==> src/rtl/pwm_duty_ramp.sv <==
// Slew-rate limiter feeding pwm_core.duty: walks duty toward a software target in clamped steps.
// Optional sticky irq/irq_clr pair is built only when PWM_RAMP_IRQ_EN is defined.
module pwm_duty_ramp #(
  parameter int RESOLUTION = 10
) (
  input  logic                  clk,
  input  logic                  arst_n,
  input  logic                  enable,
  input  logic                  target_valid,
  input  logic [RESOLUTION:0]   target_duty,
  input  logic [RESOLUTION:0]   step,
  input  logic [31:0]           rate_dvsr,
  output logic [RESOLUTION:0]   duty,
  output logic                  busy,
  output logic                  done
`ifdef PWM_RAMP_IRQ_EN
  ,
  output logic                  irq,
  input  logic                  irq_clr
`endif
);

  localparam int W = RESOLUTION + 1;
  localparam logic [W-1:0] FULL = {1'b1, {RESOLUTION{1'b0}}};

  typedef enum logic [1:0] {
    IDLE = 2'd0,
    UP   = 2'd1,
    DOWN = 2'd2
  } state_t;

  state_t      state_q, state_d;
  logic [W-1:0] duty_q, duty_d;
  logic [W-1:0] tgt_q, tgt_d;
  logic [31:0]  cnt_q, cnt_d;
  logic         done_q, done_d;

  logic [W-1:0] tgtSat;
  logic [W-1:0] stepEff;
  logic [W:0]   upSum;
  logic [W:0]   downLim;

  // One extra bit on the step arithmetic keeps duty+step and tgt+step from wrapping.
  assign tgtSat  = (target_duty > FULL) ? FULL : target_duty;
  assign stepEff = (step == '0) ? W'(1) : step;
  assign upSum   = {1'b0, duty_q} + {1'b0, stepEff};
  assign downLim = {1'b0, tgt_q} + {1'b0, stepEff};

  always_ff @(posedge clk or negedge arst_n) begin
    if (!arst_n) begin
      state_q <= IDLE;
      duty_q  <= '0;
      tgt_q   <= '0;
      cnt_q   <= '0;
      done_q  <= 1'b0;
    end else begin
      state_q <= state_d;
      duty_q  <= duty_d;
      tgt_q   <= tgt_d;
      cnt_q   <= cnt_d;
      done_q  <= done_d;
    end
  end

  // A load always wins over a step landing on the same edge.
  always_comb begin
    state_d = state_q;
    duty_d  = duty_q;
    tgt_d   = tgt_q;
    cnt_d   = cnt_q;
    done_d  = 1'b0;
    if (target_valid) begin
      tgt_d = tgtSat;
      cnt_d = '0;
      if (tgtSat > duty_q) begin
        state_d = UP;
      end else if (tgtSat < duty_q) begin
        state_d = DOWN;
      end else begin
        state_d = IDLE;
        done_d  = 1'b1;
      end
    end else if ((state_q != IDLE) && enable) begin
      if (cnt_q == rate_dvsr) begin
        cnt_d = '0;
        if (state_q == UP) begin
          if (upSum >= {1'b0, tgt_q}) begin
            duty_d  = tgt_q;
            state_d = IDLE;
            done_d  = 1'b1;
          end else begin
            duty_d = upSum[W-1:0];
          end
        end else begin
          if ({1'b0, duty_q} <= downLim) begin
            duty_d  = tgt_q;
            state_d = IDLE;
            done_d  = 1'b1;
          end else begin
            duty_d = duty_q - stepEff;
          end
        end
      end else begin
        cnt_d = cnt_q + 32'd1;
      end
    end
  end

  assign duty = duty_q;
  assign busy = (state_q != IDLE);
  assign done = done_q;

`ifdef PWM_RAMP_IRQ_EN
  logic irq_q;

  // Set shares the done_d term so a coincident clear never masks a completion.
  always_ff @(posedge clk or negedge arst_n) begin
    if (!arst_n) begin
      irq_q <= 1'b0;
    end else begin
      irq_q <= done_d | (irq_q & ~irq_clr);
    end
  end

  assign irq = irq_q;
`endif

endmodule

==> config.mk <==
export PLATFORM = sky130hd
export DESIGN_NAME = pwm_duty_ramp
export DESIGN_NICKNAME = d
export VERILOG_FILES = /design/src/rtl/pwm_duty_ramp.sv
export SDC_FILE = /design/constraint.sdc
export NUM_CORES = 1
export LEC_CHECK = 0
export ABC_AREA = 1
export BUFFER_PORTS_ARGS = -buffer_cell sky130_fd_sc_hd__buf_2
export CAP_MARGIN = 20
export CORE_ASPECT_RATIO = 1.1
export CORE_MARGIN = 1.5
export CORE_UTILIZATION = 60
export CTS_CLUSTER_DIAMETER = 200
export DETAILED_ROUTE_END_ITERATION = 8
export PLACE_DENSITY = 0.91
export SKIP_LAST_GASP = 1
export SYNTH_ARGS = -nofsm -noshare
export SYNTH_HDL_FRONTEND = slang
export SYNTH_SLANG_ARGS = --single-unit
export TNS_END_PERCENT = 100
==> constraint.sdc <==
create_clock -name clk -period 7.85 [get_ports clk]
set_input_delay 0.785 -clock clk [delete_from_list [all_inputs] [get_ports clk]]
set_output_delay 0.785 -clock clk [all_outputs]
set_load 0.02 [all_outputs]
# After elaboration in Yosys (flattened, before gate mapping)
# Cells that the tools add are included.
# totals
register_bits,57
latch_bits,0
ram_bits,0
rom_bits,0
input_bits,58
out_inout_bits,13
mem_count,0
# op_classes
n_addsub,4
mul,0
n_div,0
order_cmp,5
eq_ne,3
shifts,0
muxes,24
bitwise_logic,1
n_reduce_logical,8
# op_table
operator,n
$mux 32,3
$mux 11,5
$add 32x1->32 const B,1
$eq 32x32->1,1
$add 11x11->12,2
$mux 2,8
$ge 12x11->1,1
$le 11x12->1,1
$gt 11x11->1,1
$gt 11x11->1 const B,1
$logic_not 11->1,1
$lt 11x11->1,1
$sub 11x11->11,1
$mux 1,8
$reduce_bool 2->1,3
$reduce_and 4->1,1
$ne 3x2->1 const B,1
$reduce_and 3->1,1
$reduce_bool 3->1,1
$eq 2x1->1 const B,1
$logic_and 1x1->1,1
$not 1->1,1

# Depth between registers and ports, before layout
# Gate-level depths: netlist of the first run.
# depth
depth_word,9
mapped_depth,25
mapped_depth_nobuf,25

# Worst setup path after synthesis of the first run
# No wires, ideal clock.
# synth_timing
path_kind,in2reg
from,in step[3]
to,reg state_q[1]
arrival_ps,4070
t_required_ps,7784
setup_slack_ps,3714
path_stages,22
n_path_buf,0
cell_sequence,nor4_1 > a41o_1 > ha_1 > inv_1 > fa_1 > o21ai_1 > nand2_1 > nand2_1 > a21oi_1 > o21ai_1 > a21oi_1 > o21ai_0 > xor2_1 > ha_1 > nand3_1 > nor2_1 > nor3_1 > nand3_1 > nand3b_1 > nand3_2 > nand2_1 > nand2_1
# synth_between
elab_chain_len,6
elab_cells_between_ends,9
classes_between,add/sub: 2; order compare: 2; eq/ne: 1; mux: 1; reduce/logical: 3
# synth_lines
item,line_no,text
start: declaration,11,"input logic [RESOLUTION:0] step,"
$logic_not 11->1,45,assign stepEff = (step == '0) ? W'(1) : step;
$mux 11 *,45,
$add 11x11->12 (on tied branches),"46, 47",
$ge 12x11->1 / $le 11x12->1 (equally long branches),"87, 95",
$ne 3x2->1 (no source line) / $reduce_bool 3->1 (equally long branches),-,
$reduce_and 4->1 (no source line) *,-,
end signal: assignment,57,state_q <= state_d;
end: declaration,32,"state_t state_q, state_d;"
# Mark *: on every way between the ends. The rest lies on a longest branch, timed or not.
# A chain may end at the register's enable or synchronous reset.

# Worst setup path after layout of the first run
# layout_timing
from,in step[3]
to,reg state_q[0]
# The elaborated chain is that of the path after synthesis.

==> results of run 1 <==
cell usage in the layout (no fill, tap or decap), types with 10 or more instances in the layout:
| cell | n |
|---|---|
| a21oi_1 | 49 |
| buf_2 | 70 |
| clkbuf_8 | 11 |
| dfrtp_1 | 57 |
| ha_1 | 66 |
| inv_1 | 138 |
| nand2_1 | 184 |
| nand3_1 | 57 |
| nand4_1 | 25 |
| nor2_1 | 45 |
| nor2_2 | 10 |
| nor3_1 | 15 |
| nor4_1 | 12 |
| o21ai_0 | 34 |
| xor2_1 | 56 |
power by group:
group / switching (mW) / total, mW / internal [mW]
clock: 0.118 / 0.248 / 0.130
combinational: 0.190 / 0.298 / 0.108
sequential: 0.0146 / 0.318 / 0.304
total: 0.322 / 0.864 / 0.542
per-layer routing:
layer	track usage [%]	up-vias	wire [microns]
li1	-	2945	-
met3	4.295	64	1164
met2	57.63	297	8460
met4	16.50	0	650
met1	38.37	2782	6644
met5	0	-	0
layout make-up:
cell class	instances	area (sq um)
clock inverter	3	15.01
timing repair buffer	73	372.9
inverter	148	558.0
tap	120	150.1
multi-input combinational	638	4015
fill	826	3193
sequential	57	1426
clock buffer	13	158.9
registers in the layout (all words and copies together), names as in the netlist:
name,count
state_q,2
tgt_q,11
duty,11
cnt_q,32
done,1
worst max-delay path, stage by stage:
cell      delay, ns
buf_2          0.13
nor4_1         0.50
a41o_1         0.30
ha_1           0.19
inv_1          0.05
fa_1           0.41
o21ai_1        0.22
nand2_1        0.08
nand2_1        0.06
a21oi_1        0.10
o21ai_1        0.22
a21oi_1        0.10
o21ai_0        0.20
xor2_1         0.19
ha_1           0.27
nand3_1        0.09
nor2_1         0.05
nor3_1         0.18
buf_4          0.22
nand3_1        0.34
nand3b_1       0.31
nand3_2        0.11
nand2_1        0.05
nand2_1        0.06
logic make-up after synthesis:
kind of cell	count (synthesis)	synth area share [%]
AND/OR/NAND/NOR	381	30.10
buffers and inverters	172	11.32
AO/OA/AOI/OAI	125	11.91
adder cells (fa/ha/maj)	69	14.44
XOR/XNOR	63	8.993
flip-flops	57	23.25
path summary, 6_finish.rpt:
path                       slack, ns  cells past startpoint                     end                    from
max in group asynchronous       6.76                      2    tgt_q[8]$_DFFE_PN0P_                  arst_n
min in group asynchronous       0.59                      2     duty[0]$_DFFE_PN0P_                  arst_n
min                             0.50                      2  state_q[0]$_DFFE_PN0P_  state_q[0]$_DFFE_PN0P_
min reg2reg                     0.50                      2  state_q[0]$_DFFE_PN0P_  state_q[0]$_DFFE_PN0P_
max                             2.91                     24  state_q[0]$_DFFE_PN0P_                 step[3]
max reg2reg                     3.82                     21  state_q[0]$_DFFE_PN0P_    tgt_q[0]$_DFFE_PN0P_
stage by stage:
stage / cell area, sq um / worst slack [ns] / utilization [%] / instances
floorplan: 6136 / 3.714 / - / 867
global placement: 6523 / 2.590 / 65.95 / 1036
CTS: 6696 / 2.918 / 67.71 / 1052
finish: 6696 / 2.906 / 67.71 / 1052
global route: 6696 / 2.596 / 67.71 / 1052
detailed placement: 6523 / 2.573 / 65.95 / 1036
==> metrics.md, run 1 <==
| Metric | Value |
|---|---|
| Routability cong. | 0.9948 |
| Crit. End Element | flip-flop |
| Syn-to-layout area delta | 9.135% |
| Hold Crit Class | reg -> reg |
| EDFF count, synth | 0 |
| Max-Cap Viols | 0 |
| WHS | a little over 0.5 ns |
| Congestion Overflow GR | 0 |
| Most used DFF post-synth | dfrtp_1 |
| Port-buffer cells | 70 |
| Drt first pass iters | 6 |
| Root buf cell | clkbuf_8 |
| CP required | 8.13 ns |
| Iter 0 DRT Violations | roughly 600 |
| Tot GR Track Use | 32.39% |
| Peak fanout along the critical path | 12 |
| Avg Inst Size Synth | just over 7 sq um |
| Synthesis-stage register bit count | 57 |
| Die ar. | between 10000 and 15000 sq um |
| Hold Buf Count CTS | 0 |
| Share of cells above drive strength 1 | 15.02% |
| Post-synth cell types | 51 |
| Cts bufs inserted | 9 |
| Leak pwr | 3.571 nW |
| Die X | 99.42 microns |
| DRT antenna net count | 0 |
| Sequential area share after synthesis | 23.25% |
| Endpoints failing hold | 0 |
| Count leader, synth | nand2_1 |
| Initial core utilization | a little over 60% |
| RSZ-0062 raised after global routing | no |
| Mapped Nets | a little under 1000 |
| Crit start category | primary input |
| Post-route minimum period | ~4.9 ns |
| Ys async rst share | 100.0% |
| Final clock skew | 0.01007 ns |
| Ranking of synthesized cells by area | dfrtp_1 23%, ha_1 13%, nand2_1 11%, inv_1 8.4%, xor2_1 8.0% |
| Initial antenna violation count | 0 |
| Slew headroom | 49.24% |
| Number of global-route vias before repair | 5929 |
| Top cells by count, synth | 184 x nand2_1, 138 x inv_1, 66 x ha_1 |
| Worst-Margin Slew | 0.7614 ns |
| Type of the worst setup path | in -> reg |
| Mapped Cells | a little under 900 |
| Postcts setup bufs | 0 |
| Run status | finished, final reports clean |
| Antenna cell count | 0 |
| I/O pin count | 71 |
| Largest net degree at the start of global routing | 58 |
| Routed len/inst | 16.08 microns |
| Largest area contributor in the netlist | dfrtp_1 |
| IR drop worst, VDD | 0.0001297 V |
| Core box area | 9889 sq um |
| Worst-Skew Late Latency | 0.35 ns |
| Synthesis Warnings | 0 |
| DRC | 0 |
| Max Slew Vio Count | 0 |
| Top cell type's share of synthesized area | 23.25% |
| Hpwl dp | 13.42 mm |
| Tot Pwr | 864.0 uW |
| Layout Nets | 1054 |
| Post-Syn Area | 6136 sq um |
| CTS Sinks | 57 |
| Via/cell ratio | 5.787 |
| Fmax | 202.3 MHz |
| Total number of vias | 6088 |
| Critical Path AT | 5.23 ns |
| TritonCTS clock tree | yes |
| Total Wirelength | 16.92 mm |
| Final Setup Violations | 0 |
| Die Ht | about 110 microns |
| First-pass GRT wire length | approximately 27 mm |
| H-tree Lvls | 3 |
| Pwr Density | around 130 nW/um^2 |
| Max clock buf depth | 2 |
| Resized cells post-CTS | 0 |
| # rows | 38 |
| Reg clk slew, reported paths | 0.06 ns |
| Fin crit share | 62.98% |
| Setup TNS Final | 0 ns |
Note: power is estimated with default switching activity, not from simulation.
==> run 2: changes to the inputs <==
Settings changed: CORE_UTILIZATION 60 to 55, PLACE_DENSITY 0.91 to 0.88.
Clock period 7.85 ns to 4.2 ns, I/O delays scaled along.
==> metrics.md, run 2 (synthesis gave the netlist of run 1 again) <==
| Metric | Value |
|---|---|
| Max-Cap Viols | 0 (unchanged) |
| Psw | 636.7 uW (+98%) |
| Final Setup Violations | 0 (unchanged) |
| DRT antenna net count | 0 (unchanged) |
| Fmax | approximately 260 MHz |
| # rows | 40 (+5.3%) |
| Max clock buf depth | 2 (unchanged) |
| RSZ-0062 raised after global routing | yes |
| Run status | finished, final reports clean |
| Share of cells above drive strength 1 | 16.67% (+1.6 points) |
| CTS Sinks | 57 (unchanged) |
| Initial core utilization | 56.24% (-5.8 points) |
| Root buf cell | clkbuf_16 |
| Slowest cell on crit path | fa_1 |
| Layout Nets | 1070 (+1.5%) |
| Max incr delay on CP | 0.39 ns (-0.11 ns) |
| Total number of vias | 6161 (+1.2%) |
| Crit path depth | 27 (+13%) |
| Internal cell power | 1.271 mW (+130%) |
| Comb power frac | 30.7% (-3.7 points) |
| Critical R2R Capture | duty[5]$_DFFE_PN0P_ |
| Die X | 103.7 microns (+4.3%) |
| Endpoints failing hold | 0 (unchanged) |
| Routed len/inst | 15.54 microns (-3.4%) |
| Type of the worst setup path | in -> reg |
| Die ar. | 11800 sq um (+8.8%) |
| Critical Path AT | 4.14 ns (-1.09 ns) |
| Core box area | 10910 sq um (+10%) |
| Iter 0 DRT Violations | 407 (-32%) |
| Peak fanout along the critical path | 5 (-7) |
| Crit start category | primary input |
| Port-buffer cells | 70 (unchanged) |
| Tot GR Track Use | 30.08% (-2.3 points) |
| IR drop worst, VDD | 0.0002321 V (+79%) |
| Largest net degree at the start of global routing | 40 (-31%) |
| Worst-Skew Late Latency | 0.34 ns (about the same) |
| Worst r2r src | tgt_q[0]$_DFFE_PN0P_ |
| Most frequent cells in the layout | 183 x nand2_1, 138 x inv_1, 70 x buf_2, 66 x ha_1 |
| Grt met2 use | 55.47% (-2.2 points) |
| Total Wirelength | 17.01 mm (+0.56%) |
| Fin util | 64.04% (-3.7 points) |
| Post-route cell area | 6987 sq um (+4.3%) |
| Routing usage on met3 | 3.086% (-1.2 points) |
| Most common cell on crit path | nand2_1 |
| Crit. End Element | flip-flop |
| H-tree Lvls | 3 (unchanged) |
| Net Sw Frac | 33.37% (-3.9 points) |
| CP required | 4.48 ns (-3.65 ns) |
| Clock power share | 38.0% (+9.3 points) |
| DRC | 0 (unchanged) |
| Most common cell after layout, fill and taps aside | nand2_1 |
| Bufs and invs on worst path | 6 (+3) |
| Fin crit share | 91.96% |
| Antenna cell count | 0 (unchanged) |
| Congestion Overflow GR | 0 (unchanged) |
| Place WS | -0.07622 ns (-2.649 ns) |
| TritonCTS clock tree | yes |
| Die Ht | 113.8 microns (+4.3%) |
| Largest Register | cnt_q |
| First-pass GRT wire length | 28.33 mm (+3.3%) |
| Met1 usage | 34.89% (-3.5 points) |
| Post-route minimum period | 3.862 ns |
| Leak pwr | 3.703 nW (+3.7%) |
| Hpwl dp | 13.70 mm (+2.1%) |
| Area after DPL | 6669 sq um (+2.2%) |
| Hold Crit Class | in -> async |
| Routability cong. | 0.9760 (-1.9%) |
| Worst setup margin | 0.3376 ns (-2.569 ns) |
| Worst-case reg-to-reg path depth | 23 (+9.5%) |
| Max Slew Vio Count | 0 (unchanged) |
| Slew headroom | 52.86% (+3.6 points) |
| I/O pin count | 71 (unchanged) |
| CP top delay family | simple AND/OR/NAND/NOR gates |
| Cts bufs inserted | 9 (unchanged) |
| Final clock skew | 0.007417 ns (-0.002653 ns) |
| Syn-to-layout area delta | 13.87% |
| Max reg flops | 32 (unchanged) |
| WHS | 0.03775 ns (-0.4666 ns) |
| Pwr Density | 273.1 nW/um^2 (+110%) |
| Drt first pass iters | 5 (-1) |
| Setup TNS Final | 0 ns (unchanged) |
| Reg power frac | 31.3% (-5.5 points) |
| R2R Setup Slk | 0.58 ns (-3.24 ns) |
| Grt peak-use layer | met2 |
| Worst-Margin Slew | 0.7071 ns (-0.05430 ns) |
| Via/cell ratio | 5.626 (-2.8%) |
| Initial antenna violation count | 1 (+1) |
| Number of global-route vias before repair | 6008 (+1.3%) |
| Reg clk slew, reported paths | 0.05 ns (about the same) |
## run 2: cell count changes in the layout (fill, tap and decap cells not counted)
cell and delta:
buf_4 +16, clkbuf_8 -10, clkbuf_16 +9, nor4_1 -2, nor4_2 +2, bufinv_16 +1, clkbuf_1 +1, clkinv_2 -1
nand2_1 -1, nand2_4 +1
## run 2: metrics by stage
step / total power, mW / std cells
CTS: 1.901 / 1094
floorplan: 0.9934 / 867
global route: 2.011 / 1095
detailed placement: 1.178 / 1078
finish: 1.908 / 1095
global placement: 1.159 / 1078
## run 2: final cells by class
class / instances / area, sq um
sequential: 57 / 1426
clock buffer: 13 / 250.2
timing repair buffer: 89 / 493.0
clock inverter: 3 / 40.04
inverter: 148 / 558.0
fill: 975 / 3924
multi-input combinational: 638 / 4035
tap: 147 / 183.9
## run 2: how the worst max path moves through the flow
stage | to | slack (ns) | from
after floorplan | state_q[1]$_DFFE_PN0P_ | 0.43 | step[3]
after global placement | duty[2]$_DFFE_PN0P_ | 0.04 | step[4]
after detailed placement | duty[10]$_DFFE_PN0P_ | -0.08 | step[3]
after global routing | duty[1]$_DFFE_PN0P_ | 0.007 | step[3]
final | state_q[0]$_DFFE_PN0P_ | 0.34 | step[3]
after CTS | duty[5]$_DFFE_PN0P_ | 0.20 | step[3]
## run 2: repair_timing
action,4_1_cts,5_1_grt
setup buffers,0,1
gates resized for setup,0,4
setup endpoints to repair,0,14
hold buffers,0,0
## run 2: worst register-to-register path: stages (launching register included)
cell,delay (ns)
dfrtp_1,0.45
ha_1,0.21
inv_1,0.06
fa_1,0.38
o21ai_1,0.19
nand2_1,0.07
nand2_1,0.06
a21oi_1,0.09
o21ai_1,0.17
a21oi_1,0.08
o21ai_0,0.18
xor2_1,0.17
ha_1,0.26
nand3_1,0.09
nor2_1,0.04
nor3_1,0.17
buf_4,0.16
nand3_1,0.11
buf_4,0.20
nand2_1,0.08
nand3_1,0.08
nand2_1,0.07
inv_1,0.06
a21oi_2,0.12
## run 2: layer usage
layer  vias up  share of wire, %
met2       264                50
met4         0               3.9
li1       2990                 -
met5         -                 0
met3        51               6.4
met1      2856                39
## run 2: power groups by stage
stage	logic, mW	registers (mW)	clock network (mW)
global route	0.666	0.599	0.745
detailed placement	0.574	0.604	0
global placement	0.554	0.604	0
CTS	0.578	0.596	0.727
finish	0.587	0.597	0.724
floorplan	0.400	0.593	0
